--- config.mk ---
export PLATFORM = sky130hd
export DESIGN_NAME = led_pwm_bank
export DESIGN_NICKNAME = d
export VERILOG_FILES = /design/src/rtl/led_pwm_bank.sv
export SDC_FILE = /design/constraint.sdc
export NUM_CORES = 1
export LEC_CHECK = 0
export CAP_MARGIN = 10
export CELL_PAD_IN_SITES_DETAIL_PLACEMENT = 1
export CELL_PAD_IN_SITES_GLOBAL_PLACEMENT = 2
export CORE_ASPECT_RATIO = 1.1
export CORE_MARGIN = 4
export CORE_UTILIZATION = 40
export CTS_BUF_LIST = sky130_fd_sc_hd__clkbuf_8
export CTS_CLUSTER_DIAMETER = 200
export DETAILED_ROUTE_END_ITERATION = 8
export GPL_TIMING_DRIVEN = 1
export PLACE_DENSITY = 0.87
export SLEW_MARGIN = 20
export SYNTH_ARGS = -nofsm -noshare
export SYNTH_HDL_FRONTEND = slang
export SYNTH_SLANG_ARGS = --single-unit
--- constraint.sdc ---
create_clock -name clk -period 15.41 [get_ports clk]
set_input_delay 1.541 -clock clk [delete_from_list [all_inputs] [get_ports clk]]
set_output_delay 1.541 -clock clk [all_outputs]
set_load 0.02 [all_outputs]
--- src/rtl/led_pwm_bank.sv ---
// N-channel LED driver behind an Avalon-MM register file.
// Each channel is OFF, ON, PWM-dimmed or BLINK, all clocked from one shared prescaler tick.
`timescale 1ns/1ps
module led_pwm_bank #(
  parameter int NUM_CH        = 4,
  parameter int PWM_BITS      = 8,
  parameter int PRESCALE_BITS = 16,
  parameter int ADDR_W        = 4
) (
  input  logic                clk,
  input  logic                reset,
  input  logic [ADDR_W-1:0]   avs_address,
  input  logic                avs_write,
  input  logic [31:0]         avs_writedata,
  input  logic                avs_read,
  output logic [31:0]         avs_readdata,
  output logic                avs_readdatavalid,
  output logic [NUM_CH-1:0]   led_out
);

  localparam logic [1:0] MODE_OFF   = 2'b00;
  localparam logic [1:0] MODE_ON    = 2'b01;
  localparam logic [1:0] MODE_PWM   = 2'b10;
  localparam logic [1:0] MODE_BLINK = 2'b11;

  logic                     enable_r;
  logic                     invert_r;
  logic [PRESCALE_BITS-1:0] prescale_r;
  logic [PRESCALE_BITS-1:0] pcnt_r;
  logic [PWM_BITS-1:0]      pwm_cnt_r;
  logic [1:0]               mode_r        [NUM_CH];
  logic [PWM_BITS-1:0]      duty_shadow_r [NUM_CH];
  logic [PWM_BITS-1:0]      duty_active_r [NUM_CH];
  logic [PWM_BITS-1:0]      bcnt_r        [NUM_CH];
  logic [NUM_CH-1:0]        blink_r;

  logic                     wr_ctrl_s;
  logic                     wr_presc_s;
  logic [NUM_CH-1:0]        wr_mode_s;
  logic [NUM_CH-1:0]        wr_duty_s;
  logic                     tick_s;
  logic                     wrap_s;
  logic [NUM_CH-1:0]        raw_s;
  logic [31:0]              rd_ch_s;
  logic [31:0]              rd_data_s;
  logic                     unused_wdata_s;

  assign unused_wdata_s = ^avs_writedata;

  // Write-strobe decode and shared tick/wrap qualifiers
  always_comb begin
    wr_ctrl_s  = avs_write && (avs_address == ADDR_W'(0));
    wr_presc_s = avs_write && (avs_address == ADDR_W'(1));
    wr_mode_s  = '0;
    wr_duty_s  = '0;
    for (int c = 0; c < NUM_CH; c++) begin
      wr_mode_s[c] = avs_write && (avs_address == ADDR_W'(4 + 2 * c));
      wr_duty_s[c] = avs_write && (avs_address == ADDR_W'(5 + 2 * c));
    end
    tick_s = enable_r && (pcnt_r == prescale_r);
    wrap_s = tick_s && (pwm_cnt_r == {PWM_BITS{1'b1}});
  end

  // Per-channel raw drive before enable masking and inversion
  always_comb begin
    raw_s = '0;
    for (int c = 0; c < NUM_CH; c++) begin
      case (mode_r[c])
        MODE_OFF:   raw_s[c] = 1'b0;
        MODE_ON:    raw_s[c] = 1'b1;
        MODE_PWM:   raw_s[c] = (pwm_cnt_r < duty_active_r[c]);
        MODE_BLINK: raw_s[c] = blink_r[c];
        default:    raw_s[c] = 1'b0;
      endcase
    end
  end

  // Read mux; returns pre-write values when a write to the same word coincides
  always_comb begin
    rd_ch_s = 32'd0;
    for (int c = 0; c < NUM_CH; c++) begin
      rd_ch_s = rd_ch_s
              | ((avs_address == ADDR_W'(4 + 2 * c)) ? 32'(mode_r[c])        : 32'd0)
              | ((avs_address == ADDR_W'(5 + 2 * c)) ? 32'(duty_shadow_r[c]) : 32'd0);
    end
    if (avs_address == ADDR_W'(0)) begin
      rd_data_s = {30'd0, invert_r, enable_r};
    end else if (avs_address == ADDR_W'(1)) begin
      rd_data_s = 32'(prescale_r);
    end else if (avs_address == ADDR_W'(2)) begin
      rd_data_s = 32'(led_out);
    end else begin
      rd_data_s = rd_ch_s;
    end
  end

  // Software-visible configuration registers
  always_ff @(posedge clk or posedge reset) begin
    if (reset) begin
      enable_r   <= 1'b0;
      invert_r   <= 1'b0;
      prescale_r <= '0;
      for (int c = 0; c < NUM_CH; c++) begin
        mode_r[c]        <= MODE_OFF;
        duty_shadow_r[c] <= '0;
      end
    end else begin
      if (wr_ctrl_s) begin
        enable_r <= avs_writedata[0];
        invert_r <= avs_writedata[1];
      end
      if (wr_presc_s) begin
        prescale_r <= avs_writedata[PRESCALE_BITS-1:0];
      end
      for (int c = 0; c < NUM_CH; c++) begin
        if (wr_mode_s[c]) begin
          mode_r[c] <= avs_writedata[1:0];
        end
        if (wr_duty_s[c]) begin
          duty_shadow_r[c] <= avs_writedata[PWM_BITS-1:0];
        end
      end
    end
  end

  // Shared prescaler and PWM counter; held at zero while disabled
  always_ff @(posedge clk or posedge reset) begin
    if (reset) begin
      pcnt_r    <= '0;
      pwm_cnt_r <= '0;
    end else if (!enable_r) begin
      pcnt_r    <= '0;
      pwm_cnt_r <= '0;
    end else begin
      if (wr_presc_s || tick_s) begin
        pcnt_r <= '0;
      end else begin
        pcnt_r <= pcnt_r + PRESCALE_BITS'(1);
      end
      if (tick_s) begin
        pwm_cnt_r <= pwm_cnt_r + PWM_BITS'(1);
      end
    end
  end

  // Active duty only reloads at the PWM wrap so a period is never cut short
  always_ff @(posedge clk or posedge reset) begin
    if (reset) begin
      blink_r <= '0;
      for (int c = 0; c < NUM_CH; c++) begin
        duty_active_r[c] <= '0;
        bcnt_r[c]        <= '0;
      end
    end else begin
      for (int c = 0; c < NUM_CH; c++) begin
        if (!enable_r) begin
          duty_active_r[c] <= wr_duty_s[c] ? avs_writedata[PWM_BITS-1:0] : duty_shadow_r[c];
          bcnt_r[c]        <= '0;
          blink_r[c]       <= 1'b0;
        end else begin
          if (wrap_s) begin
            duty_active_r[c] <= duty_shadow_r[c];
          end
          if (wr_mode_s[c]) begin
            bcnt_r[c]  <= '0;
            blink_r[c] <= 1'b0;
          end else if (tick_s) begin
            if (bcnt_r[c] == duty_shadow_r[c]) begin
              bcnt_r[c]  <= '0;
              blink_r[c] <= ~blink_r[c];
            end else begin
              bcnt_r[c] <= bcnt_r[c] + PWM_BITS'(1);
            end
          end
        end
      end
    end
  end

  // Registered LED drive and fixed-latency read response
  always_ff @(posedge clk or posedge reset) begin
    if (reset) begin
      led_out           <= '0;
      avs_readdatavalid <= 1'b0;
      avs_readdata      <= 32'd0;
    end else begin
      led_out           <= (enable_r ? raw_s : '0) ^ {NUM_CH{invert_r}};
      avs_readdatavalid <= avs_read;
      avs_readdata      <= avs_read ? rd_data_s : 32'd0;
    end
  end

endmodule
==> flow_metrics.env <==
export IMPL_status="complete, no violations"
export IMPL_synthCells=1007
export IMPL_fin_setup_tns_ns=0
export IMPL_cts_root_buf="clkbuf_8"
export IMPL_worstReg2RegStart="pcnt_r[12]"
export IMPL_p_leak_nw=4.523
export IMPL_cp_max_fo=17
export IMPL_pin_count=77
export IMPL_cts_clk_slew_worst_paths_ns=0.10
export IMPL_nNetsFinal=1099
export IMPL_pwr_density_cell_nw_per_um2=120.7
export IMPL_cp_start_kind="primary input"
export IMPL_max_stage_delay_ns=0.90
export IMPL_drc=0
export IMPL_final_cell_count_no_fill=1345
export IMPL_vias=7930
export IMPL_rsz0062_at_grt="false"
export IMPL_end_kind="flop"
export IMPL_overflow=0
export IMPL_std_cell_rows=59
export IMPL_top_layer_used="met4"
export IMPL_path_class="in2reg"
export IMPL_max_slew_margin_pct=35.91
export IMPL_cts_max_path_buffers=2
export IMPL_wl_um=29390
export IMPL_synth_area_per_cell_sq_um=9.534
export IMPL_ys_flop_type="dfrtp_1"
export IMPL_synth_area_leaders="dfrtp_1, mux2_2, xor2_1, ha_1, nand2_1"
export IMPL_port_buffers=44
export IMPL_synth_top_family_by_area="simple AND/OR/NAND/NOR gates"
export IMPL_switching_share_pct=37.92
export IMPL_area_delta_synth_final_pct=10.60
export IMPL_p_seq_share_pct=47.5
export IMPL_period_share_pct=26.53
export IMPL_clock_power_share_pct=24.6
export IMPL_postCtsResizedCells=0
export IMPL_synth_edf_count=0
export IMPL_hold_end="duty_active_r[2]"
export IMPL_dp_hpwl_um=19880
export IMPL_netlist_area_sq_um=9600
export IMPL_grt_max_degree=70
export IMPL_dr_pass1_iters=5
export IMPL_dr_wl_met2_um=14540
export IMPL_cts_hold_buffers=0
export IMPL_synthXorXnorAreaFrac_pct=5.747
export IMPL_power_internal_mw=0.7955
export IMPL_cts_buffers=17
export IMPL_post_cts_buffers=0
export IMPL_combPwrFrac_pct=28.0
export IMPL_path_cells="clkdlybuf4s50_1 > inv_1 > and3_1 > nand2_2 > nand3_1 > nor2_1"
export IMPL_async_flop_share_pct=100.0
export IMPL_antenna_found_initial=2
export IMPL_viasPerCell=5.896
export IMPL_clock_latency_ns=0.49
export IMPL_numPlacedInstances=1311
export IMPL_route_detailed_wl_per_inst_um=21.85
export IMPL_crit_slowest_cell="clkdlybuf4s50_1"
export IMPL_cts_tree="done"
export IMPL_ys_warn_count=0
export IMPL_fmax_ghz=0.2446
export IMPL_wl_met3_um=1309
export IMPL_maxCapViolCount=0
export IMPL_yosys_area_top_type="dfrtp_1"
export IMPL_dieArea_sq_um=26550
export IMPL_core_sq_um=23620
export IMPL_gp_congestion=0.8193
export IMPL_finalClockSkew_ns=0.01767
export IMPL_timing_hold_ws_ns=0.5199
export IMPL_track_usage_pct=22.57
export IMPL_worstHoldPathCells=2
export IMPL_r2r_cells=6
export IMPL_worst_ep_arrival_time_ns=4.48
export IMPL_worst_pin_slew_ns=0.9590
export IMPL_wl_met1_um=12890
export IMPL_ant_nets=0
export IMPL_ir_worst_vdd_uv=51.95
export IMPL_drt_iter0_drc=502
export IMPL_synth_most_common_cell="dfrtp_1"
export IMPL_r2r_setup_slack_ns=12.89
export IMPL_ys_seq_elements=171
export IMPL_die_y_um=170.5
export IMPL_muxShareOfSynthArea_pct=7.481
export IMPL_fillers=2710
export IMPL_start_util_pct=40.64
export IMPL_finalSetupViolCount=0
export IMPL_cp_required_ns=15.81
export IMPL_finalHoldViolCount=0
export IMPL_drv_slew=0
export IMPL_yosys_top_cells_count="dfrtp_1, nand2_1, nor2_1, mux2_2, xor2_1"
export IMPL_hp_class="reg2reg"
export IMPL_synth_adder_area_share_pct=4.431
export IMPL_netlist_area_leader_share_pct=44.57
export IMPL_hp_start="duty_active_r[2]"
export IMPL_r2r_end="bcnt_r[24]"
export IMPL_grt_pass1_wl_um=47050
export IMPL_ys_seq_area_share_pct=44.57
export IMPL_ys_types=51
export IMPL_synth_compound_area_share_pct=12.36
export IMPL_fin_crit_ns=4.088
export IMPL_cts_sinks=171
export IMPL_grt_pass1_vias=8304
export IMPL_dieWidth_um=155.7
export IMPL_power_switching_mw=0.4860
export IMPL_h_tree_depth=4
export IMPL_drive_gt1_share_pct=11.95
export IMPL_synth_simple_area_share_pct=20.36
==> how the worst max path moves through the flow <==
| stage | start | end | slack (ns) | depth (start not counted) |
|---|---|---|---|---|
| floorplan | reset | avs_readdata[0] | 9.24 | 1 |
| global placement | avs_address[3] | pcnt_r[12] | 10.88 | 6 |
| detailed placement | avs_address[1] | pcnt_r[5] | 10.82 | 6 |
| CTS | avs_address[1] | pcnt_r[5] | 11.34 | 6 |
| global route | avs_address[1] | pcnt_r[15] | 11.08 | 6 |
| finish | avs_address[1] | pcnt_r[5] | 11.32 | 6 |
==> final cells by class <==
type / instances / area (sq um) / area share, %
multi-input cells: 743 / 4905 / 46.19
flip-flops and latches: 171 / 4280 / 40.31
repair buffers: 54 / 515.5 / 4.855
well taps: 305 / 381.6 / 3.594
clock buffers: 17 / 234.0 / 2.204
clock inverters: 15 / 148.9 / 1.402
inverters: 38 / 147.6 / 1.391
diodes: 2 / 5.005 / 0.04714
==> routing by layer <==
metal  vias up  GRT usage (%)
li1       3655              -
met1      4044          29.28
met2       193          38.19
met3        38          4.323
met4         0          7.156
met5         -              0
==> critical path: cells and delay by family <==
| family | cells | cell delay [ns] |
|---|---|---|
| buffers and inverters | 2 | 1.22 |
| and+or+nand+nor | 4 | 1.71 |
==> state kept, by name, summed over array words and instances (netlist names) <==
name and cells:
bcnt_r 32, duty_active_r 32, duty_shadow_r 32, avs_readdata 16
pcnt_r 16, prescale_r 16, mode_r 8, pwm_cnt_r 8
blink_r 4, led_out 4, avs_readdatavalid 1, enable_r 1
invert_r 1
==> power by group through the flow <==
| stage | combinational, mW | sequential, mW | clock [mW] |
|---|---|---|---|
| 5_1_grt | 0.403 | 0.618 | 0.342 |
| 2_1_floorplan | 0.263 | 0.590 | 0 |
| 3_3_place_gp | 0.345 | 0.613 | 0 |
| 3_5_place_dp | 0.357 | 0.617 | 0 |
| 6_report | 0.358 | 0.608 | 0.315 |
| 4_1_cts | 0.360 | 0.608 | 0.323 |
==> logic make-up after synthesis <==
logic type / Yosys count
and+or+nand+nor: 379
AOI/OAI and AO/OA: 188
DFF: 171
buffers and inverters: 108
xor gates and xnor gates: 63
muxes: 63
adders and majority gates: 34
other: 1
==> placed cells by master, fill, tap and decap left out, types with 13 or more instances in the layout <==
cell               n
clkdlybuf4s50_1   44
ha_1              34
inv_1             36
or3_1             38
conb_1            16
and3_1            15
nor2_1            63
o22ai_1           52
nand2_1           98
nor4_1            41
clkbuf_8          17
nand2b_1          18
mux2_2            60
nand3_1           34
xor2_1            56
a22oi_1           14
nor3_1            26
a21oi_1           54
o21ai_0           13
a211oi_1          16
dfrtp_1          170
==> stage by stage <==
step / power [mW] / instance area, sq um / utilization (%) / worst slack [ns]
after floorplan: 0.8527 / 9657 / - / 9.237
final: 1.282 / 10620 / 44.95 / 11.32
after detailed placement: 0.9738 / 10230 / 43.31 / 10.82
after CTS: 1.291 / 10610 / 44.93 / 11.34
after global routing: 1.363 / 10620 / 44.95 / 11.08
after global placement: 0.9588 / 10230 / 43.31 / 10.88
Power figures use the tool's default switching activity.
